`config.mk`:
```
export PLATFORM = sky130hd
export DESIGN_NAME = fifo_wb_dma
export DESIGN_NICKNAME = d
export VERILOG_FILES = /design/src/rtl/fifo_wb_dma.sv
export SDC_FILE = /design/constraint.sdc
export NUM_CORES = 1
export LEC_CHECK = 0
export BUFFER_PORTS_ARGS = -buffer_cell sky130_fd_sc_hd__buf_2
export CAP_MARGIN = 20
export CELL_PAD_IN_SITES_DETAIL_PLACEMENT = 2
export CELL_PAD_IN_SITES_GLOBAL_PLACEMENT = 2
export CORE_MARGIN = 2
export CORE_UTILIZATION = 32
export CTS_CLUSTER_SIZE = 40
export DETAILED_ROUTE_END_ITERATION = 10
export GPL_TIMING_DRIVEN = 0
export PLACE_DENSITY = 0.9
export SETUP_SLACK_MARGIN = 0.3
export SLEW_MARGIN = 40
export SYNTH_ARGS = -nofsm -noshare
export SYNTH_HDL_FRONTEND = slang
export SYNTH_SLANG_ARGS = --single-unit
```
`constraint.sdc`:
```
create_clock -name wb_clk_i -period 5.75 [get_ports wb_clk_i]
set_input_delay 0.575 -clock wb_clk_i [delete_from_list [all_inputs] [get_ports wb_clk_i]]
set_output_delay 0.575 -clock wb_clk_i [all_outputs]
set_load 0.01 [all_outputs]
```
`src/rtl/fifo_wb_dma.sv`:
```
// Wishbone master DMA: drains a first-word-fall-through FIFO into memory
// through single-beat classic Wishbone writes, one word per FETCH/WRITE pair.
module fifo_wb_dma #(
    parameter int FT_DATA_WIDTH = 32,
    parameter int LEN_WIDTH     = 16
) (
    input  logic                     wb_clk_i,
    input  logic                     wb_rst_ni,

    input  logic                     cfg_start_i,
    input  logic                     cfg_abort_i,
    input  logic [31:0]              cfg_base_i,
    input  logic [LEN_WIDTH-1:0]     cfg_len_i,
    output logic                     busy_o,
    output logic                     done_o,
    output logic                     err_o,
    output logic [LEN_WIDTH-1:0]     count_o,

    input  logic [FT_DATA_WIDTH-1:0] fifo_data_i,
    input  logic                     fifo_empty_i,
    output logic                     fifo_rd_o,

    output logic [31:0]              wbm_adr_o,
    output logic [31:0]              wbm_dat_o,
    output logic [3:0]               wbm_sel_o,
    output logic                     wbm_we_o,
    output logic                     wbm_cyc_o,
    output logic                     wbm_stb_o,
    output logic [2:0]               wbm_cti_o,
    output logic [1:0]               wbm_bte_o,
    input  logic                     wbm_ack_i,
    input  logic                     wbm_err_i
);

    typedef enum logic [1:0] {
        IDLE  = 2'd0,
        FETCH = 2'd1,
        WRITE = 2'd2
    } state_t;

    // Current FSM state; kept as a named signal so checkers can bind to it.
    state_t state;
    state_t state_next;

    logic [31:0]          adr_q,   adr_d;
    logic [31:0]          dat_q,   dat_d;
    logic [LEN_WIDTH-1:0] len_q,   len_d;
    logic [LEN_WIDTH-1:0] count_q, count_d;
    logic [LEN_WIDTH-1:0] count_inc;
    logic                 err_q,   err_d;
    logic                 done_q,  done_d;
    logic                 cyc_q,   cyc_d;
    logic                 fifo_rd;
    logic [31:0]          dat_ext;

    always_comb begin
        dat_ext                    = '0;
        dat_ext[FT_DATA_WIDTH-1:0] = fifo_data_i;
    end

    assign count_inc = count_q + 1'b1;

    always_comb begin
        state_next = state;
        adr_d      = adr_q;
        dat_d      = dat_q;
        len_d      = len_q;
        count_d    = count_q;
        err_d      = err_q;
        done_d     = 1'b0;
        fifo_rd    = 1'b0;

        case (state)
            IDLE: begin
                if (cfg_start_i) begin
                    count_d = '0;
                    err_d   = 1'b0;
                    if (cfg_len_i != '0) begin
                        adr_d      = {cfg_base_i[31:2], 2'b00};
                        len_d      = cfg_len_i;
                        state_next = FETCH;
                    end else begin
                        done_d = 1'b1;
                    end
                end
            end
            FETCH: begin
                if (cfg_abort_i) begin
                    state_next = IDLE;
                    done_d     = 1'b1;
                end else if (!fifo_empty_i) begin
                    fifo_rd    = 1'b1;
                    dat_d      = dat_ext;
                    state_next = WRITE;
                end
            end
            WRITE: begin
                // Error takes priority over a simultaneous ack; abort is not
                // looked at here so the beat in flight always terminates.
                if (wbm_err_i) begin
                    err_d      = 1'b1;
                    done_d     = 1'b1;
                    state_next = IDLE;
                end else if (wbm_ack_i) begin
                    count_d = count_inc;
                    adr_d   = adr_q + 32'd4;
                    if (count_inc == len_q) begin
                        done_d     = 1'b1;
                        state_next = IDLE;
                    end else begin
                        state_next = FETCH;
                    end
                end
            end
            default: begin
                state_next = IDLE;
            end
        endcase

        cyc_d = (state_next == WRITE);
    end

    always_ff @(posedge wb_clk_i or negedge wb_rst_ni) begin
        if (!wb_rst_ni) begin
            state   <= IDLE;
            adr_q   <= '0;
            dat_q   <= '0;
            len_q   <= '0;
            count_q <= '0;
            err_q   <= 1'b0;
            done_q  <= 1'b0;
            cyc_q   <= 1'b0;
        end else begin
            state   <= state_next;
            adr_q   <= adr_d;
            dat_q   <= dat_d;
            len_q   <= len_d;
            count_q <= count_d;
            err_q   <= err_d;
            done_q  <= done_d;
            cyc_q   <= cyc_d;
        end
    end

    assign busy_o    = (state != IDLE);
    assign done_o    = done_q;
    assign err_o     = err_q;
    assign count_o   = count_q;
    assign fifo_rd_o = fifo_rd;

    assign wbm_adr_o = adr_q;
    assign wbm_dat_o = dat_q;
    assign wbm_sel_o = 4'hF;
    assign wbm_we_o  = cyc_q;
    assign wbm_cyc_o = cyc_q;
    assign wbm_stb_o = cyc_q;
    assign wbm_cti_o = 3'b000;
    assign wbm_bte_o = 2'b00;

endmodule
```
==> metrics.yaml <==
status: "finished clean"
netlist_instances: 537
avgSynthCellArea_um2: 9.76
core_region_area_mm2: 0.0159
cts.clk_slew.worst_paths_ps: 70
io_buffers: 169
grt_pass1_wl_um: 32300
relSlewSlack: 0.480
drtIter0Drc: 276
tns_ps: 0
clk_latency_ps: 350
post_drt_wl_per_cell_um: 20.9
yosys.area.top_type: "dfrtp_1"
track_usage: 0.234
fill_cells: 1760
r2r_start: "count_o[0]"
ys_ff_latch: 99
r2r_end: "state[0]"
holdBufCountCts: 0
pre_cts_ws_ps: 2570
fmax_mhz: 310
antenna_found_initial: 0
synth_edf_count: 0
gr-usage-met2: 0.420
dr.pass1.iters: 4
start_util: 0.329
reg2regPathDepth: 9
setup_ws_ps: 2520
rows: 46
synthTopCellsByArea: "dfrtp_1, mux2_2, a21oi_1"
tightestPinTransition_ps: 778
clock-sinks: 99
finalPower_w: 0.00249
fin_nets: 816
yosysMostFrequentCell: "dfrtp_1"
ys_warn_count: 0
synth_top_area_frac: 0.473
cts_tree: "yes"
synth-seq-area-share: 0.473
drive_above_1_share: 0.365
area_growth_pct: 28.7
grt_pass1_vias: 5741
antenna_cells: 0
ys_types: 60
dieArea_mm2: 0.0174
ys_top_cells_by_count: "dfrtp_1, a21oi_1, nand2_1, o21ai_0, mux2_2"
drv_slew: 0
power_density_mw_per_mm2: 369
fin_crit_sh: 0.561
htreeDepth: 3
max-cap-violations: 0
max-clock-path-buffers: 2
startpoint: "count_o[0]"
finish.utilization: 0.423
final_hold_viol_count: 0
synth-main-ff-cell: "dfrtp_1"
worstPathArrival_ps: 3460
crit_type: "register to register"
clock_skew_ps: 12.8
r2r_slack_ps: 2520
critPathLaunchType: "register"
numCtsBuffers: 9
num_vias: 5049
async_reset_ff_frac: 1.00
drc: 0
ioPinCount: 183
crit_required_ps: 5980
cp_max_fo: 9
antenna_left: 0
cts_setup_buffers: 0
dp_hpwl_um: 15200
hp-class: "input port to asynchronous set/reset pin"
fin_crit_ps: 3230
dieWidth_um: 132
gp_congestion: 0.838
rsz0062_at_grt: "no"
post_cts_resized: 0
grt_max_degree: 68
end_kind: "register"
grt.overflow.total: 0
peakVddDrop_uv: 186
vias_per_cell: 5.33
synth_area_mm2: 0.00524
total_leakage_power_nw: 3.10
seqCellArea_mm2: 0.00248
multiInputGateArea_mm2: 0.00256
grt-busiest-layer: "met2"
finalSetupViolations: 0
grt.met1_usage: 0.279
drt_wl_total_um: 19900
fp.dieH_um: 132
clockRootBuffer: "clkbuf_16"
met3_usage: 0.0492
-- where the power goes --
part,total (W),leakage [nW],internal [W],switching (W)
sequential,0.00107,1.20,0.000892,0.000182
combinational,0.000781,1.76,0.000355,0.000425
clock,0.000632,0.151,0.000354,0.000278
total,0.00249,3.10,0.00160,0.000885
-- worst max-delay path by stage --
stage	endpoint	slack, ps	cells past startpoint
detailed placement	state[0]	2570	9
global route	state[0]	2360	9
finish	state[0]	2520	9
CTS	state[0]	2530	9
global placement	state[0]	2640	9
floorplan	state[0]	2890	9
-- worst max-delay path, cell delays in order, from the launching register on --
cell,delay (ps)
dfrtp_1,560
ha_1,220
buf_2,200
nand3_2,190
or4_1,610
xnor2_1,180
a21oi_1,140
nand4_1,110
or4b_1,590
a211o_1,310
-- kinds of logic (layout without fill, tap and decap cells) --
group | Yosys count | in the layout | share of synthesized area
muxes | 48 | 48 | 0.103
and+or+nand+nor | 171 | 171 | 0.176
AOI/OAI and AO/OA | 144 | 144 | 0.157
DFF | 99 | 99 | 0.473
buffers and inverters | 48 | 234 | 0.0468
adders and majority gates | 2 | 2 | 0.00477
other | 2 | 11 | 0.00143
xor gates and xnor gates | 23 | 23 | 0.0384
-- cell usage in the layout, fill, tap and decap left out, types with 3 or more instances in the layout --
| cell type | count |
|---|---|
| buf_2 | 169 |
| dfrtp_1 | 99 |
| a21oi_1 | 53 |
| o21ai_0 | 51 |
| nand2_1 | 51 |
| mux2_2 | 47 |
| nor2_1 | 38 |
| clkbuf_1 | 21 |
| nand3_1 | 20 |
| buf_4 | 15 |
| and3_1 | 14 |
| xnor2_1 | 14 |
| conb_1 | 11 |
| o22ai_1 | 10 |
| xor2_1 | 9 |
| clkbuf_16 | 9 |
| inv_1 | 8 |
| nand4_1 | 6 |
| nor4_1 | 5 |
| a2bb2oi_1 | 5 |
| clkbuf_8 | 5 |
| and4_1 | 4 |
| nand2b_1 | 4 |
| o31ai_1 | 4 |
| nand3_2 | 3 |
| a31oi_1 | 3 |
| nor3_1 | 3 |
| or2_2 | 3 |
| a22oi_1 | 3 |
-- routing by layer --
layer | vias to the layer above | share of wire
met3 | 27 | 0.051
met1 | 2589 | 0.41
met5 | - | 0
met4 | 0 | 0.020
li1 | 2290 | -
met2 | 143 | 0.52
-- state kept, by name, summed over array words and instances (netlist names) --
name,cells
wbm_adr_o,30
err_o,1
done_o,1
wbm_cyc_o,1
wbm_dat_o,32
count_o,16
len_q,16
state,2
-- stage by stage --
stage                     instance area (um2)  hold slack, ps  std cells
after CTS                                6750            79.6        948
final                                    6750            76.6        948
after global placement                   6390             485        931
after floorplan                          5280             279        546
after detailed placement                 6440             452        932
after global routing                     6750            85.1        948
-- layout make-up --
type,instances,share of cell area
multi-input combinational,399,0.380
sequential,99,0.367
timing repair buffer,170,0.131
clock buffer,14,0.0436
tap,216,0.0401
buffer,40,0.0319
inverter,8,0.00445
clock inverter,2,0.00241
No activity file was read; power rests on OpenSTA's default activity.
